--- config.mk ---
export PLATFORM = sky130hd
export DESIGN_NAME = rd_capture_buffer_flat
export DESIGN_NICKNAME = d
export VERILOG_FILES = /design/src/rtl/rd_cap_pkg.sv /design/src/rtl/rd_capture_buffer_if.sv /design/src/rtl/sync_fifo.sv /design/src/rtl/rd_capture_buffer.sv /design/src/flat_wrapper.sv
export SDC_FILE = /design/constraint.sdc
export NUM_CORES = 1
export LEC_CHECK = 0
export CORE_MARGIN = 4
export CORE_UTILIZATION = 25
export CTS_CLUSTER_DIAMETER = 30
export DETAILED_ROUTE_END_ITERATION = 8
export PLACE_DENSITY_LB_ADDON = 0.2
export SYNTH_ARGS = -nofsm -noshare
export SYNTH_HDL_FRONTEND = slang
export SYNTH_SLANG_ARGS = --single-unit
--- constraint.sdc ---
create_clock -name clk -period 2.9 [get_ports clk]
set_clock_uncertainty 0.15 [all_clocks]
set_input_delay 0.58 -clock clk [delete_from_list [all_inputs] [get_ports clk]]
set_output_delay 0.58 -clock clk [all_outputs]
set_load 0.01 [all_outputs]
--- src/rtl/rd_cap_pkg.sv ---
// rtl/rd_cap_pkg.sv - shared types and defaults for the read capture buffer
package rd_cap_pkg;

  localparam int DW_DEF    = 8;
  localparam int DEPTH_DEF = 8;
  localparam int LW_DEF    = 8;

  typedef enum logic {
    ST_EMPTY = 1'b0,
    ST_HOLD  = 1'b1
  } stage_state_t;

  // FIFO entry layout at default width: {last, data}
  typedef struct packed {
    logic              last;
    logic [DW_DEF-1:0] data;
  } fifo_entry_t;

  function automatic int entry_width(input int dw);
    return dw + 1;
  endfunction

endpackage

--- src/rtl/rd_capture_buffer_if.sv ---
// rtl/rd_capture_buffer_if.sv - read bus input and output word stream bundle
interface rd_capture_buffer_if
  import rd_cap_pkg::*;
#(
  parameter int DW = DW_DEF
);

  logic          rd;
  logic          ws;
  logic          ds;
  logic [DW-1:0] din;
  logic          m_valid;
  logic          m_ready;
  logic [DW-1:0] m_data;
  logic          m_last;

  modport master (
    output rd, ws, ds, din, m_ready,
    input  m_valid, m_data, m_last
  );

  modport slave (
    input  rd, ws, ds, din, m_ready,
    output m_valid, m_data, m_last
  );

endinterface

--- src/rtl/sync_fifo.sv ---
// rtl/sync_fifo.sv - synchronous FIFO with wrap-bit pointers, no fall-through
module sync_fifo #(
  parameter int W     = 9,
  parameter int DEPTH = 8
) (
  input  logic         clk,
  input  logic         rst,
  input  logic         push,
  input  logic         pop,
  input  logic [W-1:0] wdata,
  output logic [W-1:0] rdata,
  output logic         full,
  output logic         empty
);

  localparam int AW = $clog2(DEPTH);

  logic [AW:0]  wptr;
  logic [AW:0]  rptr;
  logic [W-1:0] mem [DEPTH];
  logic         do_push;
  logic         do_pop;

  assign full    = (wptr[AW] != rptr[AW]) && (wptr[AW-1:0] == rptr[AW-1:0]);
  assign empty   = (wptr == rptr);
  assign do_pop  = pop & ~empty;
  assign do_push = push & (~full | do_pop);

  // Storage is registered; gate to zero when empty so reset shows clean data
  assign rdata = empty ? '0 : mem[rptr[AW-1:0]];

  always_ff @(posedge clk) begin
    if (rst) begin
      wptr <= '0;
      rptr <= '0;
    end else begin
      if (do_push) wptr <= wptr + 1'b1;
      if (do_pop)  rptr <= rptr + 1'b1;
    end
  end

  always_ff @(posedge clk) begin
    if (do_push) mem[wptr[AW-1:0]] <= wdata;
  end

endmodule

--- src/rtl/rd_capture_buffer.sv ---
// rtl/rd_capture_buffer.sv - frames read beats into transactions and streams them out
module rd_capture_buffer
  import rd_cap_pkg::*;
#(
  parameter int DW    = DW_DEF,
  parameter int DEPTH = DEPTH_DEF,
  parameter int LW    = LW_DEF
) (
  input  logic                 clk,
  input  logic                 rst,
  rd_capture_buffer_if.slave   bus,
  input  logic                 clr,
  output logic                 len_valid,
  output logic [LW-1:0]        txn_len,
  output logic                 ovf,
  output logic                 perr
);

  localparam int EW = entry_width(DW);

  stage_state_t  state;
  stage_state_t  state_nx;
  logic [DW-1:0] stage_q;
  logic [LW-1:0] cnt;
  logic          beat;
  logic          ds_ok;
  logic          proto_err;
  logic          load;
  logic          push;
  logic          push_last;
  logic          push_ok;
  logic          pop;
  logic          full;
  logic          empty;
  logic [EW-1:0] rdata;

  // rd together with ds is illegal: both the beat and the done are ignored
  assign beat      = bus.rd & ~bus.ws & ~bus.ds;
  assign ds_ok     = bus.ds & ~bus.rd;
  assign proto_err = bus.rd & bus.ds;

  assign pop     = bus.m_valid & bus.m_ready;
  assign push_ok = push & (~full | pop);

  assign bus.m_valid             = ~empty;
  assign {bus.m_last, bus.m_data} = rdata;

  // One-word look-ahead: a word is only pushed once we know whether it is last
  always_comb begin
    state_nx  = state;
    load      = 1'b0;
    push      = 1'b0;
    push_last = 1'b0;
    case (state)
      ST_EMPTY: begin
        if (beat) begin
          load     = 1'b1;
          state_nx = ST_HOLD;
        end
      end
      ST_HOLD: begin
        if (beat) begin
          push = 1'b1;
          load = 1'b1;
        end else if (ds_ok) begin
          push      = 1'b1;
          push_last = 1'b1;
          state_nx  = ST_EMPTY;
        end
      end
      default: state_nx = ST_EMPTY;
    endcase
  end

  always_ff @(posedge clk) begin
    if (rst) begin
      state     <= ST_EMPTY;
      stage_q   <= '0;
      cnt       <= '0;
      txn_len   <= '0;
      len_valid <= 1'b0;
      ovf       <= 1'b0;
      perr      <= 1'b0;
    end else begin
      state     <= state_nx;
      len_valid <= ds_ok;
      if (load) stage_q <= bus.din;
      if (ds_ok) begin
        txn_len <= cnt;
        cnt     <= '0;
      end else if (beat && (cnt != {LW{1'b1}})) begin
        cnt <= cnt + 1'b1;
      end
      ovf  <= (ovf & ~clr) | (push & ~push_ok);
      perr <= (perr & ~clr) | proto_err;
    end
  end

  sync_fifo #(
    .W     (EW),
    .DEPTH (DEPTH)
  ) u_fifo (
    .clk   (clk),
    .rst   (rst),
    .push  (push_ok),
    .pop   (pop),
    .wdata ({push_last, stage_q}),
    .rdata (rdata),
    .full  (full),
    .empty (empty)
  );

endmodule

--- src/flat_wrapper.sv ---
// flat-port wrapper written by rule: the top's interface ports become plain ports
module rd_capture_buffer_flat import rd_cap_pkg::*;
#(
  parameter int DW    = DW_DEF,
  parameter int DEPTH = DEPTH_DEF,
  parameter int LW    = LW_DEF
)
  (clk, rst, clr, len_valid, txn_len, ovf, perr, bus_rd, bus_ws, bus_ds, bus_din, bus_m_ready, bus_m_valid, bus_m_data, bus_m_last);
  rd_capture_buffer_if #(.DW(DW)) bus_i ();
  input  logic clk;
  input  logic rst;
  input  logic clr;
  output logic len_valid;
  output logic [LW-1:0] txn_len;
  output logic ovf;
  output logic perr;
  input wire logic [$bits(bus_i.rd)-1:0] bus_rd;
  input wire logic [$bits(bus_i.ws)-1:0] bus_ws;
  input wire logic [$bits(bus_i.ds)-1:0] bus_ds;
  input wire logic [$bits(bus_i.din)-1:0] bus_din;
  input wire logic [$bits(bus_i.m_ready)-1:0] bus_m_ready;
  output wire logic [$bits(bus_i.m_valid)-1:0] bus_m_valid;
  output wire logic [$bits(bus_i.m_data)-1:0] bus_m_data;
  output wire logic [$bits(bus_i.m_last)-1:0] bus_m_last;
  assign bus_i.rd = bus_rd;
  assign bus_i.ws = bus_ws;
  assign bus_i.ds = bus_ds;
  assign bus_i.din = bus_din;
  assign bus_i.m_ready = bus_m_ready;
  assign bus_m_valid = bus_i.m_valid;
  assign bus_m_data = bus_i.m_data;
  assign bus_m_last = bus_i.m_last;
  rd_capture_buffer #(.DW(DW), .DEPTH(DEPTH), .LW(LW)) u_core (.clk(clk), .rst(rst), .bus(bus_i), .clr(clr), .len_valid(len_valid), .txn_len(txn_len), .ovf(ovf), .perr(perr));
endmodule
==> results of run 1 <==
-- layer usage --
layer / track usage [%] / part of all wire [%]
met4: 2.27 / 0
met1: 13.9 / 50
met2: 14.8 / 47
met3: 2.83 / 2.9
met5: 0 / 0
-- placed cells by master, fill, tap and decap left out, types with 4 or more instances in the layout --
| master | n |
|---|---|
| nor3_1 | 4 |
| dlygate4sd2_1 | 8 |
| or3_1 | 4 |
| nand2_1 | 25 |
| xor2_1 | 4 |
| inv_1 | 7 |
| and4b_1 | 4 |
| buf_4 | 19 |
| a22o_1 | 8 |
| mux4_2 | 18 |
| nand3_1 | 6 |
| nor2_1 | 24 |
| clkbuf_16 | 9 |
| o21ai_0 | 4 |
| dfxtp_1 | 36 |
| clkdlybuf4s50_1 | 27 |
| mux2i_1 | 11 |
| edfxtp_1 | 72 |
| a21oi_1 | 12 |
-- worst register-to-register path: cells and delay by family, from the launching register on --
| kind | cells | cell delay, ns |
|---|---|---|
| flip-flops | 1 | 0.47 |
| XOR/XNOR | 1 | 0.20 |
| buffers and inverters | 1 | 0.16 |
| AO/OA/AOI/OAI | 1 | 0.26 |
| AND/OR/NAND/NOR | 2 | 0.58 |
-- layout make-up --
| type | count | share of cell area (%) |
|---|---|---|
| sequential | 111 | 53.0 |
| multi-input combinational | 168 | 25.8 |
| inverter | 7 | 0.472 |
| clock buffer | 9 | 4.05 |
| tap | 225 | 5.06 |
| clock inverter | 7 | 1.87 |
| timing repair buffer | 57 | 9.76 |
-- worst paths after layout --
path / start / end / slack (ns) / cells after the start
max: flip-flop / bus_m_data[7] / 0.14 / 5
min: u_core.txn_len[7] / u_core.txn_len[7] / 0.34 / 1
max reg2reg: u_core.u_fifo.rptr[0] / u_core.u_fifo.mem[1][3] / 0.73 / 5
min reg2reg: u_core.txn_len[7] / u_core.txn_len[7] / 0.34 / 1
-- logic make-up after synthesis --
| logic type | synth area share [%] |
|---|---|
| xor+xnor | 1.88 |
| mux | 12.1 |
| fa+ha+maj | 0.843 |
| flops | 66.1 |
| buf+inv | 1.97 |
| simple gates | 10.3 |
| compound gates | 6.88 |
-- flip-flops by register name, indices dropped and copies added (netlist names), named ones only --
signal	flops
u_core.cnt	8
u_core.u_fifo.mem	72
u_core.ovf	1
u_core.u_fifo.wptr	4
u_core.len_valid	1
u_core.state	1
u_core.perr	1
u_core.u_fifo.rptr	4
u_core.txn_len	8
u_core.stage_q	8
-- where the power goes --
| part | switching, W | total [W] | leakage (nW) | internal (W) |
|---|---|---|---|---|
| Clock | 0.000575 | 0.00135 | 0.160 | 0.000771 |
| Sequential | 0.0000162 | 0.00170 | 0.972 | 0.00168 |
| Combinational | 0.0000736 | 0.000159 | 0.756 | 0.0000859 |
-- per-stage QoR --
stage	setup slack [ns]	std cells	hold WS, ns	util, %	total power (W)
after floorplan	0.670	300	0.307	-	0.00181
after global placement	0.172	562	0.315	29.7	0.00189
after detailed placement	0.0973	562	0.316	29.7	0.00189
after CTS	0.00575	578	0.338	31.6	0.00324
after global routing	0.00974	584	0.367	32.0	0.00333
final	0.138	584	0.337	32.0	0.00320
-- repair_timing --
item | CTS | global route
setup endpoints to repair | 8 | 2
resized for setup | 8 | 4
buffers inserted | 0 | 6
cloned | 0 | 0
==> results.py, run 1 <==
metrics = {
    "yosys": {
        "synth.top_cells.by_count": "72 x edfxtp_1, 39 x dfxtp_1, 25 x nand2_1, 24 x nor2_1, 18 x mux4_2",
        "synth_top_area_share_pct": 48.5,
        "syn-num-nets": 318,
        "yosys.cell_count.top_type": "edfxtp_1",
        "yosysWarnings": 0,
        "syn_area_per_cell_um2": 14.8,
        "synthArstFlopShare_pct": 0,
        "netlist.top_cell.by_area": "edfxtp_1",
        "synthCells": 300,
        "syn-cell-area_um2": 4450,
        "synth-seq-cells": 111,
        "ys_types": 50,
        "yosys_most_used_dff": "edfxtp_1",
        "yosysSeqAreaShare_pct": 66.1,
        "yosys-top-cells-area": "edfxtp_1 49%, dfxtp_1 18%, mux4_2 9.1%",
        "synth-edff-count": 72,
    },
    "timing": {
        "tightestPinTransition_ns": 0.455,
        "max_freq_ghz": 0.362,
        "setup_viol": 0,
        "slew_violations": 0,
        "fin_crit_sh_pct": 95.2,
        "rsz0062_at_grt": "false",
        "setup_tns_ns": 0,
        "hold_violations": 0,
        "fin_crit_ns": 2.76,
        "max-slew-margin-rel_pct": 69.4,
    },
    "placed_design": {
        "numPortBuffers": 35,
        "hpwl_um": 6470,
        "placed_cell_area_um2": 5160,
        "routabilityCongestion": 0.720,
    },
    "floorplan": {
        "core_um2": 17400,
        "pin_count": 36,
        "dieArea_um2": 20000,
        "die_h_um": 141,
        "die_w_um": 141,
        "start_util_pct": 25.7,
        "row_count": 48,
    },
    "clock_network": {
        "clock-sinks": 111,
        "htreeDepth": 3,
        "numCtsBuffers": 9,
        "insertion_delay_ns": 0.34,
        "hold_buffers": 0,
        "tritoncts": "yes",
        "clk_pin_slew_ns": 0.07,
        "cts_buffer_depth": 2,
        "root_buffer": "clkbuf_16",
    },
    "setup_path": {
        "cp.arrival_ns": 2.03,
        "required_ns": 2.17,
        "cp_slowest_cell": "mux4_2",
        "crit_fanout": 8,
        "crit_path_start_kind": "flip-flop",
        "critPathCaptureType": "primary output",
        "crit_type": "reg2out",
        "cpPeakStageDelay_ns": 0.52,
        "crit_family": "multiplexers",
        "path_cells": "buf_12 > mux4_2 > mux2i_1 > nor2_1 > clkdlybuf4s50_1",
        "path_buf_inv": 2,
    },
    "global_route": {
        "first_global_vias": 2677,
        "grtUsageTotal_pct": 9.78,
        "grt-ovfl-total": 0,
        "antenna_found_initial": 0,
        "grt_max_degree": 20,
        "grt_first_pass_wirelength_um": 15100,
    },
    "final_layout": {
        "final_cell_area_um2": 5560,
        "drive_gt1_share_pct": 20.1,
        "n_fill_cell": 1700,
        "ff_latch_area_um2": 2950,
        "final_nets": 372,
        "antenna_cells": 0,
        "multi_input_area_um2": 1440,
        "area_growth_pct": 24.9,
    },
    "routing": {
        "drc": 0,
        "via_per_inst": 4.41,
        "post_drt_wl_per_cell_um": 16.1,
        "vias": 2578,
        "initialDrtViolationCount": 115,
        "dr.pass1.iters": 4,
        "totalWireLength_um": 9410,
        "antenna_left": 0,
    },
    "run_status": {
        "status": "complete, no violations",
    },
    "hold_path": {
        "holdCritPathClass": "reg2reg",
    },
    "power_and_ir_drop": {
        "p_leak_nw": 1.89,
        "power.density_nw_per_um2": 576,
        "ir_drop_mv": 0.366,
    },
    "flow_run": {
        "drv_cap": 0,
    },
}
Note: power is estimated with default switching activity, not from simulation.
==> inputs of run 2 (changes only) <==
--- a/config.mk
+++ b/config.mk
@@ -6,7 +6,7 @@
 export NUM_CORES = 1
 export LEC_CHECK = 0
 export CORE_MARGIN = 4
-export CORE_UTILIZATION = 25
+export CORE_UTILIZATION = 45
 export CTS_CLUSTER_DIAMETER = 30
 export DETAILED_ROUTE_END_ITERATION = 8
 export PLACE_DENSITY_LB_ADDON = 0.2
==> results.py, run 2 (same netlist as run 1, synthesis figures left out) <==
metrics = {
    "global_route": {
        "grt_max_degree": 22,
        "antenna_found_initial": 0,
        "grt-ovfl-total": 0,
        "grtUsageTotal_pct": 16.1,
        "grt_first_pass_wirelength_um": 14000,
        "first_global_vias": 2630,
    },
    "floorplan": {
        "row_count": 36,
        "pin_count": 36,
        "die_h_um": 107,
        "dieArea_um2": 11600,
        "die_w_um": 107,
        "start_util_pct": 46.0,
        "core_um2": 9680,
    },
    "setup_path": {
        "critPathCaptureType": "primary output",
        "path_cells": "clkbuf_16 > buf_4 > mux4_2 > mux2i_1 > nor2_1 > dlygate4sd2_1",
        "cpPeakStageDelay_ns": 0.51,
        "cp.arrival_ns": 2.06,
        "crit_family": "multiplexers",
        "path_buf_inv": 3,
        "r2r-start": "u_core.u_fifo.rptr[3]",
        "required_ns": 2.17,
        "crit_fanout": 8,
        "crit_path_start_kind": "flip-flop",
        "crit_type": "reg2out",
        "cp_slowest_cell": "mux4_2",
    },
    "hold_path": {
        "holdCritPathClass": "reg2reg",
        "hold_start": "u_core.txn_len[0]",
    },
    "final_layout": {
        "n_fill_cell": 806,
        "final_nets": 369,
        "area_growth_pct": 19.5,
        "final_common_cell": "edfxtp_1",
        "mostFrequentLayoutCells": "72 x edfxtp_1, 33 x dfxtp_1, 25 x nand2_1, 25 x clkdlybuf4s50_1, 24 x nor2_1",
        "antenna_cells": 0,
        "final_cell_area_um2": 5320,
        "largest_reg_flops": 72,
        "final_core_util_pct": 54.9,
        "drive_gt1_share_pct": 20.5,
    },
    "placed_design": {
        "place_ws_ns": 0.0743,
        "placed_cell_area_um2": 5020,
        "hpwl_um": 5760,
        "numPortBuffers": 35,
        "routabilityCongestion": 0.760,
    },
    "clock_network": {
        "numCtsBuffers": 9,
        "tritoncts": "yes",
        "root_buffer": "clkbuf_8",
        "hold_buffers": 0,
        "clock-sinks": 111,
        "clk_pin_slew_ns": 0.10,
        "htreeDepth": 3,
        "insertion_delay_ns": 0.36,
        "cts_buffer_depth": 2,
    },
    "timing": {
        "setup_viol": 0,
        "max-slew-margin-rel_pct": 70.1,
        "fin_crit_sh_pct": 96.4,
        "hold_violations": 0,
        "tightestPinTransition_ns": 0.449,
        "setup_ws_ns": 0.105,
        "slew_violations": 0,
        "max_freq_ghz": 0.358,
        "fin_crit_ns": 2.79,
    },
    "power_and_ir_drop": {
        "cell_internal_pwr_w": 0.00211,
        "pwr-share-clk_pct": 32.3,
        "combPwrFrac_pct": 5.7,
        "switchingPower_w": 0.000632,
        "ir_drop_mv": 0.234,
        "swShare_pct": 23.1,
        "p_leak_nw": 1.91,
        "power.density_nw_per_um2": 515,
        "pwr-share-seq_pct": 62.1,
    },
    "run_status": {
        "status": "complete, no violations",
    },
    "routing": {
        "totalWireLength_um": 8610,
        "antenna_left": 0,
        "post_drt_wl_per_cell_um": 17.6,
        "drc": 0,
        "via_per_inst": 5.27,
        "dr.pass1.iters": 4,
        "vias": 2575,
        "initialDrtViolationCount": 152,
    },
    "flow_run": {
        "drv_cap": 0,
    },
}
==> run 2: cell count changes in the layout (fill, tap and decap cells not counted), sizes merged, moves of 2 or more <==
cell | before | now
dlygate4sd2 | 8 | 3
bufinv | 2 | 0
buf | 22 | 18
dlymetal6s2s | 0 | 7
clkdlybuf4s50 | 27 | 25
==> run 2: final cells by class <==
| type | count | area [µm²] | share of cell area, % |
|---|---|---|---|
| Sequential cell | 111 | 2950 | 55.5 |
| Multi-Input combinational cell | 168 | 1440 | 27.1 |
| Timing Repair Buffer | 54 | 537 | 10.1 |
| Tap cell | 133 | 166 | 3.13 |
| Clock buffer | 9 | 124 | 2.33 |
| Clock inverter | 7 | 72.6 | 1.36 |
| Inverter | 7 | 26.3 | 0.494 |
==> run 2: timing repair <==
| item | 4_1_cts | 5_1_grt |
|---|---|---|
| gates resized for setup | 4 | 15 |
| buffers inserted | 0 | 5 |
| gates cloned | 0 | 1 |
| endpoints found under the setup margin | 9 | 7 |
| pin swaps | 0 | 0 |
==> run 2: routing by layer <==
metal  vias up  track usage (%)  wire [µm]
li1       1236                -          -
met1      1281             22.1       3990
met2        51             25.9       4150
met3         7             3.54        380
met4         0             4.60         90
met5         -                0          0
==> run 2: path summary, 6_finish.rpt <==
path,to,slack (ns),cells after the start
setup / recovery,bus_m_data[1],0.11,6
hold / removal,u_core.txn_len[0],0.35,1
setup reg to reg,u_core.u_fifo.mem[1][7],0.77,4
hold reg to reg,u_core.txn_len[0],0.35,1
==> run 2: per-stage QoR <==
step           instances  hold WS (ns)  setup TNS, ns  power (W)
2_1_floorplan        300         0.307              0    0.00181
3_3_place_gp         467         0.318              0    0.00188
3_5_place_dp         467         0.316              0    0.00189
4_1_cts              483         0.349              0    0.00276
5_1_grt              489         0.368       -0.00136    0.00286
6_report             489         0.346              0    0.00274
==> run 2: power by group through the flow <==
stage	clock network, W	registers (W)	logic, W
floorplan	0	0.00173	0.0000829
global placement	0	0.00173	0.000152
detailed placement	0	0.00173	0.000153
CTS	0.000909	0.00170	0.000151
global route	0.000989	0.00170	0.000171
finish	0.000884	0.00170	0.000155
